**src/rtl/ntt_pkg.sv**
```systemverilog
// Shared constants, butterfly modes, sequencer state type and the address/twiddle
// arithmetic for walking the Kyber NTT/INTT layers over a 256-coefficient bank.
package ntt_pkg;

  localparam int N      = 256;
  localparam int ADDR_W = 8;
  localparam int TW_W   = 7;
  localparam int NLAYER = 7;
  localparam int BF_W   = 7;

  localparam logic [1:0] MODE_NTT  = 2'b00;
  localparam logic [1:0] MODE_INTT = 2'b01;
  localparam logic [1:0] MODE_IDLE = 2'b11;

  typedef enum logic [1:0] {
    ST_IDLE,
    ST_ISSUE,
    ST_DRAIN,
    ST_DONE
  } seq_state_e;

  // Forward walks len 128..2 (lg 7..1), inverse walks len 2..128 (lg 1..7).
  function automatic logic [2:0] layer_lg(input logic [2:0] layer, input logic inv);
    return inv ? (layer + 3'd1) : (3'd7 - layer);
  endfunction

  // j = block*2*len + off, rewritten as i + block*len since i = block*len + off.
  function automatic logic [ADDR_W-1:0] bf_addr_a(input logic [BF_W-1:0] i, input logic [2:0] lg);
    logic [BF_W-1:0] blk;
    blk = i >> lg;
    return {1'b0, i} + ({1'b0, blk} << lg);
  endfunction

  // 2^(8-lg)-1 is formed as 7'h7F >> (lg-1) so the value never needs an eighth bit.
  function automatic logic [TW_W-1:0] bf_tw(input logic [BF_W-1:0] i, input logic [2:0] lg,
                                            input logic inv);
    logic [BF_W-1:0] blk;
    blk = i >> lg;
    if (inv) begin
      return (7'h7F >> (lg - 3'd1)) - blk;
    end
    return (7'd1 << (3'd7 - lg)) + blk;
  endfunction

endpackage

```
**src/rtl/ntt_delay_line.sv**
```systemverilog
// Synchronously cleared shift register; dout is din delayed exactly DEPTH cycles.
module ntt_delay_line
  import ntt_pkg::*;
#(
  parameter int W     = 17,
  parameter int DEPTH = 6
) (
  input  logic         clk,
  input  logic         rst,
  input  logic [W-1:0] din,
  output logic [W-1:0] dout
);

  logic [W-1:0] pipe_q [DEPTH];
  logic [W-1:0] pipe_d [DEPTH];

  always_comb begin
    pipe_d[0] = din;
    for (int k = 1; k < DEPTH; k++) begin
      pipe_d[k] = pipe_q[k-1];
    end
  end

  always_ff @(posedge clk) begin
    if (rst) begin
      for (int k = 0; k < DEPTH; k++) begin
        pipe_q[k] <= '0;
      end
    end else begin
      for (int k = 0; k < DEPTH; k++) begin
        pipe_q[k] <= pipe_d[k];
      end
    end
  end

  assign dout = pipe_q[DEPTH-1];

endmodule

```
**src/rtl/ntt_seq_ctrl.sv**
```systemverilog
// Butterfly sequencer: one read pair per cycle across all seven layers, with the
// pipeline drained between layers so a layer never reads data still being written.
module ntt_seq_ctrl
  import ntt_pkg::*;
#(
  parameter int RAM_LAT = 1,
  parameter int BF_LAT  = 5
) (
  input  logic              clk,
  input  logic              rst,
  input  logic              start,
  input  logic              inv,
  output logic              busy,
  output logic              done,
  output logic              rd_en,
  output logic [ADDR_W-1:0] rd_addr_a,
  output logic [ADDR_W-1:0] rd_addr_b,
  output logic [TW_W-1:0]   tw_idx,
  output logic [1:0]        bf_mode,
  output logic              wr_en,
  output logic [ADDR_W-1:0] wr_addr_c,
  output logic [ADDR_W-1:0] wr_addr_d
);

  localparam int D   = RAM_LAT + BF_LAT;
  localparam int DW  = (D > 1) ? $clog2(D) : 1;
  localparam int DLW = 1 + 2 * ADDR_W;

  localparam logic [BF_W-1:0] BF_LAST    = BF_W'(N / 2 - 1);
  localparam logic [2:0]      LAYER_LAST = 3'(NLAYER - 1);
  localparam logic [DW-1:0]   DRAIN_LAST = DW'(D - 1);

  seq_state_e        state_q, state_d;
  logic [BF_W-1:0]   bf_q, bf_d;
  logic [2:0]        layer_q, layer_d;
  logic [DW-1:0]     drain_q, drain_d;
  logic              inv_q, inv_d;
  logic [2:0]        lg_d;

  logic              busy_q, busy_d;
  logic              done_q, done_d;
  logic              rd_en_q, rd_en_d;
  logic [ADDR_W-1:0] rd_addr_a_q, rd_addr_a_d;
  logic [ADDR_W-1:0] rd_addr_b_q, rd_addr_b_d;
  logic [TW_W-1:0]   tw_idx_q, tw_idx_d;
  logic [1:0]        bf_mode_q, bf_mode_d;

  logic [DLW-1:0]    wb_in, wb_out;

  always_comb begin
    state_d = state_q;
    bf_d    = bf_q;
    layer_d = layer_q;
    drain_d = drain_q;
    inv_d   = inv_q;

    case (state_q)
      ST_IDLE: begin
        if (start) begin
          state_d = ST_ISSUE;
          bf_d    = '0;
          layer_d = '0;
          inv_d   = inv;
        end
      end
      ST_ISSUE: begin
        if (bf_q == BF_LAST) begin
          state_d = ST_DRAIN;
          drain_d = '0;
        end else begin
          bf_d = bf_q + BF_W'(1);
        end
      end
      // D empty cycles let the last write of this layer land before the next read.
      ST_DRAIN: begin
        if (drain_q == DRAIN_LAST) begin
          if (layer_q == LAYER_LAST) begin
            state_d = ST_DONE;
          end else begin
            state_d = ST_ISSUE;
            layer_d = layer_q + 3'd1;
            bf_d    = '0;
          end
        end else begin
          drain_d = drain_q + DW'(1);
        end
      end
      ST_DONE: state_d = ST_IDLE;
      default: state_d = ST_IDLE;
    endcase

    // Outputs are decoded from the next state so they leave the flops aligned with it.
    lg_d        = layer_lg(layer_d, inv_d);
    rd_en_d     = (state_d == ST_ISSUE);
    busy_d      = (state_d == ST_ISSUE) || (state_d == ST_DRAIN);
    done_d      = (state_d == ST_DONE);
    rd_addr_a_d = '0;
    rd_addr_b_d = '0;
    tw_idx_d    = '0;
    if (rd_en_d) begin
      rd_addr_a_d = bf_addr_a(bf_d, lg_d);
      rd_addr_b_d = rd_addr_a_d + (ADDR_W'(1) << lg_d);
      tw_idx_d    = bf_tw(bf_d, lg_d, inv_d);
    end
    bf_mode_d = busy_d ? (inv_d ? MODE_INTT : MODE_NTT) : MODE_IDLE;
  end

  always_ff @(posedge clk) begin
    if (rst) begin
      state_q     <= ST_IDLE;
      bf_q        <= '0;
      layer_q     <= '0;
      drain_q     <= '0;
      inv_q       <= 1'b0;
      busy_q      <= 1'b0;
      done_q      <= 1'b0;
      rd_en_q     <= 1'b0;
      rd_addr_a_q <= '0;
      rd_addr_b_q <= '0;
      tw_idx_q    <= '0;
      bf_mode_q   <= MODE_IDLE;
    end else begin
      state_q     <= state_d;
      bf_q        <= bf_d;
      layer_q     <= layer_d;
      drain_q     <= drain_d;
      inv_q       <= inv_d;
      busy_q      <= busy_d;
      done_q      <= done_d;
      rd_en_q     <= rd_en_d;
      rd_addr_a_q <= rd_addr_a_d;
      rd_addr_b_q <= rd_addr_b_d;
      tw_idx_q    <= tw_idx_d;
      bf_mode_q   <= bf_mode_d;
    end
  end

  // Write-back strobe and addresses trail the reads by RAM plus butterfly latency.
  assign wb_in = {rd_en_q, rd_addr_a_q, rd_addr_b_q};

  ntt_delay_line #(
    .W     (DLW),
    .DEPTH (D)
  ) u_wb_delay (
    .clk  (clk),
    .rst  (rst),
    .din  (wb_in),
    .dout (wb_out)
  );

  assign busy      = busy_q;
  assign done      = done_q;
  assign rd_en     = rd_en_q;
  assign rd_addr_a = rd_addr_a_q;
  assign rd_addr_b = rd_addr_b_q;
  assign tw_idx    = tw_idx_q;
  assign bf_mode   = bf_mode_q;
  assign wr_en     = wb_out[DLW-1];
  assign wr_addr_c = wb_out[2*ADDR_W-1:ADDR_W];
  assign wr_addr_d = wb_out[ADDR_W-1:0];

endmodule

```
**config.mk**
```make
export PLATFORM = sky130hd
export DESIGN_NAME = ntt_seq_ctrl
export DESIGN_NICKNAME = d
export VERILOG_FILES = /design/src/rtl/ntt_pkg.sv /design/src/rtl/ntt_delay_line.sv /design/src/rtl/ntt_seq_ctrl.sv
export SDC_FILE = /design/constraint.sdc
export NUM_CORES = 1
export LEC_CHECK = 0
export CORE_ASPECT_RATIO = 1.75
export CORE_MARGIN = 3
export CORE_UTILIZATION = 40
export CTS_CLUSTER_DIAMETER = 120
export DETAILED_ROUTE_END_ITERATION = 8
export PLACE_DENSITY = 0.66
export SYNTH_ARGS = -nofsm -noshare
export SYNTH_HDL_FRONTEND = slang
export SYNTH_SLANG_ARGS = --single-unit
```
**constraint.sdc**
```tcl
create_clock -name clk -period 6.1 [get_ports clk]
set_input_delay 0.61 -clock clk [delete_from_list [all_inputs] [get_ports clk]]
set_output_delay 0.61 -clock clk [all_outputs]
set_load 0.01 [all_outputs]
```
==> reports/results.ini, run 1 <==
[routing]
wl_per_cell_microns = 14.1
drt_iter0_drc = 212
vias_per_cell = 4.99
num_vias = 4365
ant_nets = 0
routed_wl_microns = 12400
drc = 0
drt_pass1_iterations = 4

[synth]
muxShareOfSynthArea_pct = 0.920
synth_top_area_cell = dfxtp_1
synth_warnings = 0
synth_edf_count = 0
synth_area_per_cell_sq_um = 9.66
ys_ff_latch = 146
ys_async_sr_fraction_pct = 0
synth-simple-area-share_pct = 22.6
synthMostInstantiatedCell = dfxtp_1
synth_top_area_share_pct = 46.7
synth_top_family_by_area = simple AND/OR/NAND/NOR gates
netlist_area_sq_um = 6260
syn_nets = 701
synth_commonest_cells = dfxtp_1 (146), nor2b_1 (115), nor2_1 (53)
ys_top_cells_by_area = dfxtp_1 (47%), nor2b_1 (11%), ha_1 (9.0%), nor2_1 (3.2%), a21oi_1 (3.1%)
ys_seq_area_share_pct = 46.7
synthXorXnorAreaFrac_pct = 2.74
synth.distinct_cells = 65
synthFlopType = dfxtp_1
synth_compound_area_share_pct = 10.9
syn_inst = 648
synthAdderAreaFrac_pct = 10.3

[worst_setup_path]
worstPathRequired_ps = 6370
crit_fanout = 11
worst_setup_path_start_kind = flop
reg2reg_slack_ps = 980
slowest_delay_ps = 500
cp.buffers_inverters = 5
crit_slowest_cell = fa_1
crit_arrival_ps = 5400
crit_family = adder cells
worst_setup_path_end_kind = flop
crit_type = flop to flop

[cells_and_area]
area_growth_pct = 17.7
final_util_pct = 48.7
layout-drive-gt1-share_pct = 7.08
antennaDiodeCount = 0
fill_cells = 1366
fin_nets = 732
fin_area_sq_um = 7370

[clock_tree]
clock_latency_ps = 410
cts_hold_buf = 0
cts_inserted_buffers = 17
cts_tree = built
clk_pin_slew_ps = 70
clockRootBuffer = clkbuf_16
cts_num_sinks = 146
ctsResizeCount = 0
cts_setup_buffers = 0
clockBufferDepth = 2
h-tree-depth = 4

[floorplanning]
start_util_pct = 41.4
die_w_microns = 101
io_pins = 49
coreArea_sq_um = 15100
die_area_sq_um = 17200
dieHeight_microns = 171
num_rows = 59

[placement]
placedInstanceArea_sq_um = 6780
gp_congestion = 0.874
numPortBuffers = 48
pre_cts_ws_ps = 747
hpwl_microns = 9150

[sta]
fin_crit_ps = 5120
setup_viol = 0
slew_headroom_pct = 36.9
final.period_utilization_pct = 84.0
finClkSkew_ps = 9.68
worstMarginPinSlew_ps = 947
setup_slack_ps = 977
finalHoldViolations = 0
max_freq_mhz = 195
slew_violations = 0
rsz0062_at_grt = no
tns_ps = 0

[pwr]
vdd_drop_max_uv = 192
power.density_nw_per_um2 = 294
leakage_uw = 0.00311

[grt]
use_met3_pct = 3.04
grt-ovfl-total = 0
grt_antenna_before_repair = 0
met1_usage_pct = 15.4
grt_max_degree = 104
groute.usage.overall_pct = 15.3
grt_pass1_wl_microns = 20700
grt_use_met2_pct = 28.7
busiest_layer = met2
grt_pass1_vias = 4475

[status]
status = complete, no violations

[flow_run]
maxCapViolations = 0

[hold_path]
hp-class = flop to flop

## path summary, 6_finish.rpt
path	to	from	cells past startpoint
worst max-delay path	rd_addr_b[7]	state_q[0]	26
worst min-delay path	u_wb_delay.pipe_q[0][25]	u_wb_delay.pipe_q[0][8]	1
worst max register to register	rd_addr_b[7]	state_q[0]	26
worst min register to register	u_wb_delay.pipe_q[0][25]	u_wb_delay.pipe_q[0][8]	1
## flip-flops by register name (all words and copies together), names as in the netlist
register,cells
bf_mode,2
done,1
drain_q,3
layer_q,3
rd_addr_b,8
tw_idx,7
state_q,2
rd_addr_a,8
inv_q,1
busy,1
rd_en,1
bf_q,7
u_wb_delay.pipe_q,102
## metal layers
layer  vias up  share of wire (%)
met1      2055                 38
met4         0                3.4
li1       2193                  -
met2        91                 55
met3        26                3.7
met5         -                  0
## cells by family after synthesis
family	count (synthesis)
flip-flops	146
buffers and inverters	78
AND/OR/NAND/NOR	255
AO/OA/AOI/OAI	97
XOR/XNOR	18
multiplexers	5
adder cells (fa/ha/maj)	49
## report_power, final
part / internal [uW] / total [uW] / switching, uW / leakage [uW]
Sequential: 968 / 975 / 6.62 / 0.00118
Clock: 583 / 1020 / 438 / 0.000291
Combinational: 67.7 / 169 / 101 / 0.00164
## cells in the final DEF, fill, tap and decap left out, types with 3 or more instances in the layout
cell and n:
clkbuf_16 17, clkdlybuf4s50_1 47, nor2b_1 115, nand3_1 13, o21bai_1 6, or3_1 3
a21oi_1 39, nor2_1 53, and3_1 6, o31ai_1 3, inv_1 33, buf_4 7
dfxtp_1 146, xor2_1 7, xnor2_1 10, inv_6 5, nand4_1 4, o21ai_0 8
nand2b_1 4, a31oi_1 4, a21o_1 8, nand2_1 22, and2_1 16, nand3b_1 3
ha_1 45, nor3_1 5, fa_1 4, mux2i_1 3, inv_8 5
## through the flow
stage               hold slack (ps)  total power [uW]  std cells
global route                    443              2260        875
detailed placement              420              1170        843
global placement                417              1160        843
floorplan                       414              1110        648
finish                          431              2170        875
CTS                             433              2190        875
## area by class of cell
type	count	area [sq um]	share of cell area, %
Sequential cell	146	2920	39.7
Timing Repair Buffer	54	523	7.10
Tap cell	183	229	3.11
Multi-Input combinational cell	424	2960	40.2
Clock buffer	17	425	5.77
Clock inverter	15	164	2.22
Inverter	36	140	1.90
(Power assumes the default switching activity.)
==> run 2, diff against run 1 <==
clock period = 5.35 ns   (was 6.1 ns; I/O delays follow)
==> reports/results.ini, run 2 (same netlist as run 1, synthesis figures left out) <==
[grt]
grt_max_degree = 117  ; +13%
groute.usage.overall_pct = 15.0  ; -0.35 points
grt_pass1_vias = 4453  ; -0.49%
grt-ovfl-total = 0  ; unchanged
grt_pass1_wl_microns = 20300  ; -2.1%
grt_antenna_before_repair = 0  ; unchanged

[pwr]
power.density_nw_per_um2 = 333  ; +13%
seqPwrFrac_pct = 45.1  ; about the same
clock_power_share_pct = 47.1  ; about the same
internal-power_uw = 1890  ; +17%
leakage_uw = 0.00311  ; +0.12%
power_frac_comb_pct = 7.8  ; about the same
net-switching-power_uw = 579  ; +6.0%
vdd_drop_max_uv = 258  ; +35%
swShare_pct = 23.5  ; -1.7 points

[routing]
drt_pass1_iterations = 4  ; unchanged
ant_nets = 0  ; unchanged
num_vias = 4329  ; -0.82%
wl_per_cell_microns = 14.0  ; -1.3%
routed_wl_microns = 12200  ; -1.2%
vias_per_cell = 4.94  ; -0.94%
drc = 0  ; unchanged
drt_iter0_drc = 139  ; -34%

[cells_and_area]
regMostFlops = u_wb_delay.pipe_q
antennaDiodeCount = 0  ; unchanged
final_common_cell = dfxtp_1
largest_reg_flops = 102  ; unchanged
final_cell_mix = dfxtp_1 (146), nor2b_1 (115), nor2_1 (53)
area_growth_pct = 18.2
final_util_pct = 48.9  ; +0.17 points
layout-drive-gt1-share_pct = 7.50  ; +0.42 points
fin_nets = 735  ; +0.41%

[flow_run]
maxCapViolations = 0  ; unchanged

[floorplanning]
die_area_sq_um = 17200  ; unchanged
coreArea_sq_um = 15100  ; unchanged
start_util_pct = 41.4  ; unchanged
die_w_microns = 101  ; unchanged
dieHeight_microns = 171  ; unchanged
io_pins = 49  ; unchanged
num_rows = 59  ; unchanged

[clock_tree]
clock_latency_ps = 410  ; about the same
clockRootBuffer = clkbuf_16
cts_inserted_buffers = 17  ; unchanged
cts_setup_buffers = 0  ; unchanged
clk_pin_slew_ps = 60  ; about the same
clockBufferDepth = 2  ; unchanged
h-tree-depth = 4  ; unchanged
cts_tree = built
cts_num_sinks = 146  ; unchanged

[sta]
final.period_utilization_pct = 91.0  ; +7.0 points
finalHoldViolations = 0  ; unchanged
setup_slack_ps = 481  ; -496 ps
rsz0062_at_grt = no
slew_headroom_pct = 27.5  ; -9.3 points
worstMarginPinSlew_ps = 1090  ; +140 ps
tns_ps = 0  ; unchanged
hold_slack_ps = 324  ; -107 ps
finClkSkew_ps = 8.90  ; -0.778 ps
slew_violations = 0  ; unchanged
setup_viol = 0  ; unchanged
fin_crit_ps = 4870  ; -254 ps
max_freq_mhz = 205  ; +5.2%

[placement]
numPortBuffers = 48  ; unchanged
pre_cts_ws_ps = 178  ; -569 ps
gp_congestion = 0.902  ; +3.2%
hpwl_microns = 9050  ; -1.1%

[status]
status = complete, no violations

[worst_setup_path]
worst_setup_path_end_kind = flop
worst_setup_path_start_kind = flop
crit_fanout = 7  ; -4
crit_type = flop to flop
crit_arrival_ps = 5150  ; -250 ps
worstPathRequired_ps = 5630  ; -740 ps

[hold_path]
hp-class = input port to flop

run 2: changes by cell type in the layout (fill, tap and decap cells not counted), sizes merged:
cell,before,now
inv,45,39
buf,7,10
bufinv,1,2
clkbuf,17,18
clkinv,4,5
clkinvlp,1,2
run 2: per-stage QoR:
step	cell area [sq um]	power [uW]	instances
2_1_floorplan	6260	1270	648
3_3_place_gp	6800	1330	846
3_5_place_dp	6800	1330	846
4_1_cts	7390	2500	876
5_1_grt	7390	2570	876
6_report	7390	2470	876
run 2: routing by layer:
layer  routed length [microns]  vias to the layer above  global-route usage, %  part of all wire, %
li1                          -                     2194                      -                    -
met1                      4620                     2022                   14.7                   38
met2                      6880                       88                   28.9                   56
met3                       405                       25                   2.92                  3.3
met4                       332                        0                   8.04                  2.7
met5                         0                        -                      0                    0
run 2: timing repair:
action,4_1_cts,5_1_grt
endpoints found under the setup margin,0,1
hold endpoints to repair,0,0
gates resized for setup,0,2
hold buffers,0,0
run 2: cell type report:
type,instances,area (sq um)
flip-flops and latches,146,2920
well taps,183,229
fillers,1409,7740
multi-input cells,424,2970
repair buffers,57,546
inverters,36,140
clock inverters,12,148
clock buffers,18,439
run 2: path summary, 6_finish.rpt:
check / cells after the start / slack [ps] / endpoint / start
min reg2reg: 1 / 430 / u_wb_delay.pipe_q[0][37] / u_wb_delay.pipe_q[0][20]
min: 2 / 320 / u_wb_delay.pipe_q[0][80] / rst
max reg2reg: 26 / 480 / rd_addr_b[7] / state_q[0]
max: 26 / 480 / rd_addr_b[7] / state_q[0]
run 2: worst max-delay path: stages (launching register included):
cell	delay [ps]
dfxtp_1	380
inv_1	100
ha_1	300
mux2i_1	180
nand2_1	80
and3_1	220
clkinv_4	100
ha_1	210
a21oi_1	160
a21o_1	130
nand2_1	70
inv_1	80
nand2_1	90
nor3_1	200
ha_1	200
inv_1	60
fa_1	500
inv_1	80
ha_1	290
a21o_1	170
a21oi_1	160
nor2b_1	80
o21a_1	190
o41a_1	330
xor2_1	170
xor2_1	160
nor2_1	50
run 2: power by group through the flow:
stage	Clock [uW]	Sequential, uW	Combinational [uW]
after floorplan	0	1140	133
after global placement	0	1140	190
after detailed placement	0	1140	195
after CTS	1190	1110	196
after global routing	1240	1110	217
final	1160	1110	193
==> run 3, diff against run 2 <==
CORE_MARGIN = 8   (was 3)
SLEW_MARGIN = 20   (was unset)
==> reports/results.ini, run 3 (same netlist as run 1, synthesis figures left out) <==
[status]
status = complete, no violations

[floorplanning]
start_util_pct = 40.9  ; -0.49 points
coreArea_sq_um = 15300  ; +1.2%
die_area_sq_um = 20100  ; +16%
die_w_microns = 111  ; +9.9%
io_pins = 49  ; unchanged
num_rows = 60  ; +1.7%
dieHeight_microns = 181  ; +5.8%

[pwr]
power_uw = 2480  ; +0.78%
vdd_drop_max_uv = 210  ; -19%
power.density_nw_per_um2 = 334  ; +0.19%
leakage_uw = 0.00314  ; +0.67%

[worst_setup_path]
worst_setup_path_start_kind = flop
crit_fanout = 7  ; unchanged
worstPathRequired_ps = 5650  ; +20 ps
worst_setup_path_end_kind = flop
r2r_cells = 26  ; unchanged
crit_arrival_ps = 5280  ; +130 ps
crit_type = flop to flop

[flow_run]
maxCapViolations = 0  ; unchanged

[clock_tree]
clockRootBuffer = clkbuf_16
h-tree-depth = 4  ; unchanged
clk_pin_slew_ps = 70  ; about the same
ctsResizeCount = 0  ; unchanged
cts_tree = built
cts_setup_buffers = 0  ; unchanged
cts_num_sinks = 146  ; unchanged
clock_latency_ps = 420  ; about the same
cts_hold_buf = 0  ; unchanged
cts_inserted_buffers = 17  ; unchanged
clockBufferDepth = 2  ; unchanged

[cells_and_area]
area_growth_pct = 18.9
antennaDiodeCount = 0  ; unchanged
layout.cells.non_filler = 883  ; +0.80%
final_cell_mix = dfxtp_1 (146), nor2b_1 (115), nor2_1 (53)
largest_reg_flops = 102  ; unchanged
fin_nets = 737  ; +0.27%
fill_cells = 1451  ; +3.0%
regMostFlops = u_wb_delay.pipe_q
final_common_cell = dfxtp_1
layout-drive-gt1-share_pct = 7.89  ; +0.39 points

[grt]
grt_antenna_before_repair = 0  ; unchanged
grt_pass1_wl_microns = 20800  ; +2.5%
grt_pass1_vias = 4445  ; -0.18%
grt-ovfl-total = 0  ; unchanged
grt_max_degree = 99  ; -15%
groute.usage.overall_pct = 12.7  ; -2.3 points

[placement]
dp.cells = 851  ; +0.59%
numPortBuffers = 48  ; unchanged
gp_congestion = 0.898  ; -0.37%
hpwl_microns = 9310  ; +2.8%

[sta]
setup_viol = 0  ; unchanged
final.period_utilization_pct = 93.1  ; +2.1 points
max_freq_mhz = 201  ; -2.2%
slew_violations = 0  ; unchanged
finalHoldViolations = 0  ; unchanged
tns_ps = 0  ; unchanged
fin_crit_ps = 4980  ; +112 ps
rsz0062_at_grt = no
slew_headroom_pct = 41.0  ; +13 points
finClkSkew_ps = 14.6  ; +5.68 ps
worstMarginPinSlew_ps = 885  ; -201 ps
hold_slack_ps = 434  ; +110 ps

[routing]
drc = 0  ; unchanged
wl_per_cell_microns = 14.2  ; +1.8%
vias_per_cell = 4.92  ; -0.52%
ant_nets = 0  ; unchanged
routed_wl_microns = 12600  ; +2.7%
drt_iter0_drc = 132  ; -5.0%
drt_pass1_iterations = 4  ; unchanged
num_vias = 4341  ; +0.28%

[hold_path]
hp-class = flop to flop
hold_path_depth = 1  ; -1

-- run 3: cell count changes in the layout (fill, tap and decap cells not counted), moves of 2 or more --
cell	before	now
inv_8	1	3
clkinv_8	0	6
bufinv_16	2	0
clkinv_4	5	2
buf_4	10	12
-- run 3: metrics by stage --
step / setup WS, ps / instance area, sq um / util, %
floorplan: 185 / 6260 / -
global placement: 339 / 6820 / 44.5
detailed placement: 142 / 6820 / 44.5
CTS: 322 / 7440 / 48.6
global route: 44.9 / 7440 / 48.6
finish: 369 / 7440 / 48.6
-- run 3: power breakdown --
group | switching [uW] | total, uW | internal (uW)
sequential | 7.87 | 1110 | 1100
combinational | 117 | 197 | 79.6
clock | 540 | 1180 | 637
-- run 3: final cells by class --
class	instances	area [sq um]	area share, %
tap	186	233	3.13
sequential	146	2920	39.3
multi-input combinational	424	2970	39.9
inverter	36	140	1.88
clock inverter	15	190	2.56
timing repair buffer	59	561	7.54
clock buffer	17	425	5.72
-- run 3: layer usage --
layer / up-vias / global-route usage (%) / part of all wire (%)
met3: 17 / 3.60 / 3.1
met1: 2045 / 11.8 / 38
met2: 74 / 24.6 / 57
met4: 0 / 5.38 / 1.8
met5: - / 0 / 0
li1: 2205 / - / -
-- run 3: path summary, 6_finish.rpt --
check                               start                       end  slack [ps]
hold reg to reg   u_wb_delay.pipe_q[0][9]  u_wb_delay.pipe_q[0][26]         430
setup / recovery               state_q[0]              rd_addr_b[7]         370
setup reg to reg               state_q[0]              rd_addr_b[7]         370
hold / removal    u_wb_delay.pipe_q[0][9]  u_wb_delay.pipe_q[0][26]         430
-- run 3: worst max-delay path: stages (launching register included) --
cell and delay (ps):
dfxtp_1 400, inv_1 110, ha_1 310, mux2i_1 180, nand2_1 80, and3_1 220
clkinv_4 110, ha_1 200, a21oi_1 180, a21o_1 130, nand2_1 80, inv_1 80
nand2_1 90, nor3_1 200, ha_1 190, inv_1 50, fa_1 510, inv_1 90
ha_1 290, a21o_1 180, a21oi_1 190, nor2b_1 90, o21a_1 190, o41a_1 330
xor2_1 170, xor2_1 150, nor2_1 50
